`src/rtl/ascii_countdown_pkg.sv`:
```
// Shared types and ASCII/BCD helpers for the ascii_countdown timer.
package ascii_countdown_pkg;

  typedef enum logic [1:0] {
    ST_IDLE    = 2'd0,
    ST_RUN     = 2'd1,
    ST_EXPIRED = 2'd2
  } state_t;

  localparam logic [7:0] ASCII_ZERO = 8'h30;
  localparam logic [7:0] ASCII_NINE = 8'h39;
  localparam logic [3:0] BCD_NINE   = 4'd9;

  function automatic logic is_ascii_digit(input logic [7:0] c);
    return (c >= ASCII_ZERO) && (c <= ASCII_NINE);
  endfunction

  // '0'..'9' carry their value in the low nibble; anything else loads as 0.
  function automatic logic [3:0] ascii_to_bcd(input logic [7:0] c);
    return is_ascii_digit(c) ? c[3:0] : 4'd0;
  endfunction

  function automatic logic [7:0] bcd_to_ascii(input logic [3:0] d);
    return ASCII_ZERO | {4'h0, d};
  endfunction

endpackage

```
`src/rtl/bcd_digit_dec.sv`:
```
// One BCD digit of a down-counter; borrow_in acts as the decrement enable.
module bcd_digit_dec
  import ascii_countdown_pkg::*;
(
  input  logic       clock,
  input  logic       reset,
  input  logic       load,
  input  logic [3:0] load_value,
  input  logic       borrow_in,
  output logic [3:0] digit,
  output logic       borrow_out
);

  always_ff @(posedge clock) begin
    if (reset) begin
      digit <= 4'd0;
    end else if (load) begin
      digit <= load_value;
    end else if (borrow_in) begin
      digit <= (digit == 4'd0) ? BCD_NINE : digit - 4'd1;
    end
  end

  assign borrow_out = borrow_in & (digit == 4'd0);

endmodule

```
`src/rtl/ascii_countdown.sv`:
```
// DIGITS-digit ASCII countdown timer with pause, done pulse and a valid/ready digit stream.
// Optional auto-reload at expiry is enabled by defining ASCII_COUNTDOWN_AUTO_RELOAD_EN.
module ascii_countdown
  import ascii_countdown_pkg::*;
#(
  parameter int DIGITS = 2
) (
  input  logic                clock,
  input  logic                reset,
  input  logic [8*DIGITS-1:0] preset,
  input  logic                load,
  input  logic                start,
  input  logic                pause,
  input  logic                tick,
  output logic [8*DIGITS-1:0] count_ascii,
  output logic [7:0]          ascii_out,
  output logic                ascii_valid,
  input  logic                ascii_ready,
  output logic                done,
  output logic                running,
  output logic                bad_digit,
  output state_t              fsm_state
);

  localparam int CW = $clog2(DIGITS + 1);

  state_t                state, next_state;
  logic [4*DIGITS-1:0]   count_bcd;
  logic [4*DIGITS-1:0]   load_bcd;
  logic [4*DIGITS-1:0]   digit_value;
  logic                  preset_bad;
  logic                  count_zero, count_one;
  logic                  tick_acc, dec_en, reload, digit_load, update_req;
  logic                  preset_zero;
  logic [DIGITS:0]       borrow;
  logic                  unused_borrow;

  always_comb begin
    load_bcd   = '0;
    preset_bad = 1'b0;
    for (int i = 0; i < DIGITS; i++) begin
      load_bcd[4*i +: 4] = ascii_to_bcd(preset[8*i +: 8]);
      preset_bad         = preset_bad | !is_ascii_digit(preset[8*i +: 8]);
    end
  end

  assign count_zero = (count_bcd == '0);
  assign count_one  = (count_bcd == (4*DIGITS)'(1));
  assign tick_acc   = (state == ST_RUN) && tick && !pause && !load;
  assign dec_en     = tick_acc && !count_zero;

`ifdef ASCII_COUNTDOWN_AUTO_RELOAD_EN
  logic [4*DIGITS-1:0] preset_bcd;

  always_ff @(posedge clock) begin
    if (reset) begin
      preset_bcd <= '0;
    end else if (load) begin
      preset_bcd <= load_bcd;
    end
  end

  // A RUN state resting at zero has already pulsed done; its next tick restarts the period.
  assign preset_zero = (preset_bcd == '0);
  assign reload      = tick_acc && count_zero;
  assign digit_value = load ? load_bcd : preset_bcd;
`else
  assign preset_zero = 1'b1;
  assign reload      = 1'b0;
  assign digit_value = load_bcd;
`endif

  assign digit_load = load | reload;
  assign update_req = load | dec_en | reload;
  assign borrow[0]  = dec_en;
  assign unused_borrow = borrow[DIGITS];

  for (genvar i = 0; i < DIGITS; i++) begin : g_digit
    bcd_digit_dec u_digit (
      .clock      (clock),
      .reset      (reset),
      .load       (digit_load),
      .load_value (digit_value[4*i +: 4]),
      .borrow_in  (borrow[i]),
      .digit      (count_bcd[4*i +: 4]),
      .borrow_out (borrow[i+1])
    );
    assign count_ascii[8*i +: 8] = bcd_to_ascii(count_bcd[4*i +: 4]);
  end

  always_comb begin
    next_state = state;
    if (load) begin
      next_state = ST_IDLE;
    end else begin
      case (state)
        ST_IDLE:    if (start && !count_zero) next_state = ST_RUN;
        ST_RUN:     if (dec_en && count_one && preset_zero) next_state = ST_EXPIRED;
        ST_EXPIRED: next_state = ST_EXPIRED;
        default:    next_state = ST_IDLE;
      endcase
    end
  end

  always_ff @(posedge clock) begin
    if (reset) begin
      state     <= ST_IDLE;
      done      <= 1'b0;
      bad_digit <= 1'b0;
    end else begin
      state     <= next_state;
      done      <= dec_en && count_one;
      bad_digit <= bad_digit | (load & preset_bad);
    end
  end

  assign running   = (state == ST_RUN);
  assign fsm_state = state;

  // Stream port: a byte transfers on a rising edge where ascii_valid && ascii_ready;
  // while valid is high and ready low, ascii_out and ascii_valid hold unchanged.
  logic                req_q, pending;
  logic [8*DIGITS-1:0] snap;
  logic [CW-1:0]       left;

  always_ff @(posedge clock) begin
    if (reset) begin
      req_q       <= 1'b0;
      pending     <= 1'b0;
      ascii_valid <= 1'b0;
      snap        <= '0;
      left        <= '0;
    end else begin
      req_q <= update_req;
      if (!ascii_valid) begin
        if (req_q || pending) begin
          snap        <= count_ascii;
          left        <= CW'(DIGITS);
          ascii_valid <= 1'b1;
          pending     <= 1'b0;
        end
      end else begin
        if (req_q) pending <= 1'b1;
        if (ascii_ready) begin
          snap <= snap << 8;
          left <= left - CW'(1);
          if (left == CW'(1)) ascii_valid <= 1'b0;
        end
      end
    end
  end

  assign ascii_out = ascii_valid ? snap[8*DIGITS-1 -: 8] : 8'h00;

endmodule

```
`config.mk`:
```
export PLATFORM = sky130hd
export DESIGN_NAME = ascii_countdown
export DESIGN_NICKNAME = d
export VERILOG_FILES = /design/src/rtl/ascii_countdown_pkg.sv /design/src/rtl/bcd_digit_dec.sv /design/src/rtl/ascii_countdown.sv
export SDC_FILE = /design/constraint.sdc
export NUM_CORES = 1
export LEC_CHECK = 0
export ABC_CLOCK_PERIOD_IN_PS = 2100
export BUFFER_PORTS_ARGS = -buffer_cell sky130_fd_sc_hd__buf_2
export CAP_MARGIN = 30
export CORE_MARGIN = 2
export CORE_UTILIZATION = 41
export CTS_CLUSTER_SIZE = 8
export DETAILED_ROUTE_END_ITERATION = 12
export PLACE_DENSITY_LB_ADDON = 0.2
export SLEW_MARGIN = 20
export SYNTH_ARGS = -nofsm -noshare
export SYNTH_HDL_FRONTEND = slang
export SYNTH_SLANG_ARGS = --single-unit
```
`constraint.sdc`:
```
create_clock -name clock -period 2.1 [get_ports clock]
set_input_delay 0.315 -clock clock [delete_from_list [all_inputs] [get_ports clock]]
set_output_delay 0.315 -clock clock [all_outputs]
set_load 0.02 [all_outputs]
```
== Yosys cells after proc, flatten, opt, wreduce, memory -nomap -nowiden ==
Cells that the tools add are included.

* $add $sub $neg: 3
* $lt $le $gt $ge: 4
* Equality and inequality tests: 8
* Mux-type cells: 25
* Bitwise operators: 5
* Reductions and logical operators: 25

{| class="wikitable"
|+ Operators with widths
! cell !! count
|-
| $mux W16 || 3
|-
| $mux W4 || 8
|-
| $ge A8 B6 Y1 const B || 2
|-
| $le A8 B6 Y1 const B || 2
|-
| $mux W2 || 5
|-
| $eq A8 B1 Y1 const B || 1
|-
| $logic_and A1 B1 Y1 || 8
|-
| $logic_not A4 Y1 || 2
|-
| $logic_not A8 Y1 || 1
|-
| $mux W8 || 1
|-
| $sub A4 B1 Y4 const B || 2
|-
| $mux W1 || 7
|-
| $ne A2 B1 Y1 const B || 3
|-
| $pmux W2 S3 || 1
|-
| $reduce_and A2 Y1 || 3
|-
| $reduce_bool A2 Y1 || 3
|-
| $logic_not A1 Y1 || 5
|-
| $eq A2 B1 Y1 const B || 2
|-
| $or A1 B1 Y1 || 3
|-
| $and A1 B1 Y1 || 2
|-
| $eq A2 B2 Y1 const B || 1
|-
| $logic_not A2 Y1 || 1
|-
| $ne A2 B2 Y1 const B || 1
|-
| $reduce_or A2 Y1 || 1
|-
| other kinds (2) || 2
|}

* Register bits after elaboration: 33
* Output and inout bits: 30
* Word-level logic and storage cells: 80

== Longest topological paths before layout ==
* Depth after elaboration: 8
* Mapped depth: 6
* Mapped depth without buffers: 6

== Cells and area by module ==
Synthesis repeated with hierarchy kept, for this count alone.

* Cells, all modules: 170
* Area total of the unflattened synthesis: 1520.2 um^2

{| class="wikitable"
|+ By module, submodules not included
! module !! instances !! cells an instance !! area an instance (um^2) !! seq. area each (um^2)
|-
| ascii_countdown || 1 || 122 || 1077.3 || 380.4
|-
| bcd_digit_dec || 2 || 24 || 221.5 || 80.1
|}

== Worst setup path before layout ==
No wires, ideal clock.

* Path kind: reg-to-reg
* Start point: reg state[1], in the netlist fsm_state[1]
* End point: reg g_digit[0].u_digit.digit[1]
* Setup time: 0.086 ns
* Arrival: 1.763 ns
* Setup slack: 0.251 ns
* Cell stages (with the launch flop): 7
* Period minus slack after synthesis: 1.849 ns
* Cells stage by stage: dfxtp_1 > inv_1 > ha_1 > and4bb_2 > a21boi_2 > or2_2 > a211oi_1

* Word-level cells in the longest chain between the ends: 6

{| class="wikitable"
|+ Ends and longest elaborated chain
! element !! RTL line !! RTL
|-
| from (decl) || ascii_countdown.sv:27 || <nowiki>state_t state, next_state;</nowiki>
|-
| from (signal assigned) || ascii_countdown.sv:111 || <nowiki>state <= next_state;</nowiki>
|-
| $eq A2 B1 Y1 || -- ||
|-
| via running || ascii_countdown.sv:20 || <nowiki>output logic running,</nowiki>
|-
| $logic_and A1 B1 Y1 (3 in series) || ascii_countdown.sv:49 || <nowiki>assign tick_acc = (state == ST_RUN) && tick && !pause && !load;</nowiki>
|-
| $logic_and A1 B1 Y1 || ascii_countdown.sv:50 || <nowiki>assign dec_en = tick_acc && !count_zero;</nowiki>
|-
| $reduce_bool A2 Y1 (no line) || -- ||
|-
| to (signal assigned) || bcd_digit_dec.sv:18 || <nowiki>digit <= load_value;</nowiki>
|-
| to (signal assigned) || bcd_digit_dec.sv:20 || <nowiki>digit <= (digit == 4'd0) ? BCD_NINE : digit - 4'd1;</nowiki>
|-
| to (decl) || bcd_digit_dec.sv:10 || <nowiki>output logic [3:0] digit,</nowiki>
|}

The timed path passes the listed nets, and every way through them passes these cells.
A chain may end at the register's enable or synchronous reset.

== Final worst setup path ==
* Start point: reg state[1], in the netlist fsm_state[1]
* End point: reg g_digit[0].u_digit.digit[1]

* Word-level cells in the longest chain between the ends: 6

{| class="wikitable"
|+ Ends and longest elaborated chain
! element !! RTL line
|-
| $eq A2 B1 Y1 || ascii_countdown.sv:49
|-
| $logic_and A1 B1 Y1 (3 in series) || ascii_countdown.sv:49
|-
| $logic_and A1 B1 Y1 || ascii_countdown.sv:50
|-
| $reduce_bool A2 Y1 (no line) || --
|}

No other way between the ends.

==> impl_metrics.toml <==
[timing]
whs_ps = 241.8
rsz0062_at_grt = "false"
final.setup.tns_ps = 0
fmax_ghz = 0.5677
slew_headroom_pct = 58.17
hold_viol = 0
period_share_pct = 83.89
clock_skew_ps = 5.832
tightest_slew_ps = 619.0
setup_viol = 0
period_needed_ps = 1762
finalMaxSlewViolations = 0

[worst_setup_path]
end_kind = "flip-flop"
r2r-start = "fsm_state[1]"
r2r_slack_ps = 340
reg2reg_depth = 6
critical_path_class = "flip-flop to flip-flop"
arrival_ps = 2030
slowest_stage = "dfxtp_1"
critPathTopFamily = "simple AND/OR/NAND/NOR gates"
reg2reg_to = "g_digit[0].u_digit.digit[1]"
critPathLaunchType = "flip-flop"
crit_required_ps = 2370
path_buf_inv = 1
worstPathMaxFanout = 5
path_cells = "inv_1 > ha_1 > and4bb_2 > a21boi_2 > or2_2 > a211oi_1"
slowest_delay_ps = 390

[synthesis]
synth_flop_cell = "dfxtp_1"
synthAdderAreaFrac_pct = 3.370
syn_area_per_cell_um2 = 8.635
async_reset_ff_share_pct = 0
synth.distinct_cells = 41
yosysSeqAreaShare_pct = 36.39
synth_edf_count = 0
syn_inst = 172
synth_top_family_by_area = "simple AND/OR/NAND/NOR gates"
synth-seq-cells = 27
synth.area.mux_share_pct = 5.476
synth-simple-area-share_pct = 24.68
synth_area_um2 = 1485
synth_xor_area_share_pct = 0.5897
synth_compound_gate_area_share_pct = 20.13
ys_warn_count = 0

[grt]
use_met1_pct = 21.19
overflow = 0
grt_pass1_vias = 1234
grt_use_met3_pct = 3.873
antenna_found_initial = 0
grt_pass1_wl_um = 5533
met2_usage_pct = 27.99
grt_start_max_net_pins = 27
grtUsageTotal_pct = 16.80
grt_most_used_layer = "met2"

[finish]
fillers = 362
final_common_cell = "buf_2"
antennaDiodeCount = 0
final_cell_mix = "buf_2, dfxtp_1, nor2_1"
multi_input_area_um2 = 843.3
final_layout_size_suffix_gt1_share_pct = 27.49
seq_area_um2 = 540.5
area_growth_pct = 15.75
nets = 239

[placed_design]
place_congestion = 0.9193
io_buffers = 42
hpwl_um = 2474

[routing]
vias = 1347
wl_per_cell_um = 12.79
firstDrtPassIters = 4
drtIter0Drc = 48
vias_per_cell = 5.241
ant_nets = 0
routed_wl_um = 3288
route.detailed.drc = 0

[die]
die_area_um2 = 4120
chipHeight_um = 64.19
initial_utilization_pct = 43.48
std_cell_rows = 21
floorplan.io_pins = 53
dieWidth_um = 64.19
core-area_um2 = 3416

[cts]
cts_resized = 0
ctsHtreeMaxLevel = 1
cts_tree = "built"
clockBufferDepth = 2
clkLatencyLatePin_ps = 340
post_cts_buffers = 0
cts_hold_buf = 0
root_buffer = "clkbuf_4"
cts_buffers = 3
path_clk_slew_ps = 160
clock_sinks = 27

[outcome]
run_status = "complete, no violations"

[power]
power.static_leakage_nw = 0.7424
power.density_nw_per_um2 = 598.7
irDropWorstVdd_uv = 463.6

[hold_path]
min_path_cells = 3
hold_start = "ascii_ready"
hp-class = "input port to flip-flop"
hold_end = "snap[12]"

[job]
drv_cap = 0
==> logic make-up (layout without fill, tap and decap cells) <==
| family | after synthesis | in the layout |
|---|---|---|
| AOI/OAI and AO/OA | 41 | 41 |
| xor gates and xnor gates | 1 | 1 |
| adders and majority gates | 4 | 4 |
| buffers and inverters | 22 | 53 |
| DFF | 27 | 27 |
| muxes | 8 | 8 |
| other | 2 | 10 |
| and+or+nand+nor | 67 | 67 |
==> routing by layer <==
layer | wire (um) | vias to the layer above
li1 | - | 683
met1 | 1486 | 608
met2 | 1537 | 49
met3 | 204 | 7
met4 | 59 | 0
met5 | 0 | -
==> area by class of cell <==
cell class | instances | share of cell area, %
clock buffers | 3 | 1.310
clock inverters | 1 | 0.4367
inverters | 4 | 0.8734
multi-input cells | 131 | 49.05
flip-flops and latches | 27 | 31.44
well taps | 46 | 3.348
repair buffers | 45 | 13.54
==> stage by stage <==
step                      utilization (%)  power [mW]  cell area [um^2]  setup slack, ps  instances
after floorplan                         -      0.7455              1515            251.3        180
after global placement              49.45      0.7917              1689            459.8        253
after detailed placement            49.45      0.7982              1689            371.7        253
after CTS                           50.33       1.045              1719            333.4        257
after global routing                50.33       1.092              1719            125.6        257
final                               50.33       1.029              1719            338.4        257
==> how the worst max path moves through the flow <==
stage / from / end / depth (start not counted)
5_1_grt: fsm_state[1] / g_digit[0].u_digit.digit[3] / 6
3_5_place_dp: fsm_state[1] / g_digit[0].u_digit.digit[1] / 6
3_3_place_gp: fsm_state[1] / req_q / 6
4_1_cts: fsm_state[1] / g_digit[0].u_digit.digit[1] / 6
6_report: fsm_state[1] / g_digit[0].u_digit.digit[1] / 6
2_1_floorplan: fsm_state[1] / g_digit[0].u_digit.digit[1] / 6
==> synthesized netlist by cell type, types with 3 or more instances <==
library cell	instances	area [um^2]
o21ai_0	7	35.03
buf_4	11	82.58
nand3_1	7	35.03
clkbuf_1	6	22.52
and4b_1	3	30.03
and2_1	5	31.28
nor4_1	3	18.77
nor2_1	17	63.81
mux2i_1	7	70.07
a211oi_1	7	52.55
dfxtp_1	27	540.5
ha_1	4	50.05
nand2_1	16	60.06
a21oi_1	13	65.06
inv_1	4	15.01
nand4_1	3	18.77
==> worst min-delay path, stage by stage <==
cell	delay, ps
buf_2	110
nand3_1	70
a21oi_1	50
==> sequential cells by signal, indices dropped and copies added, names as in the netlist <==
name and flops:
ascii_valid 1, bad_digit 1, done 1, fsm_state 2, g_digit.u_digit.digit 8, left 2, pending 1, req_q 1
snap 10
==> power by group <==
part	total (mW)	internal (mW)	switching (mW)
combinational	0.218	0.0862	0.131
sequential	0.568	0.541	0.0274
clock	0.243	0.0731	0.170
Power figures use the tool's default switching activity.
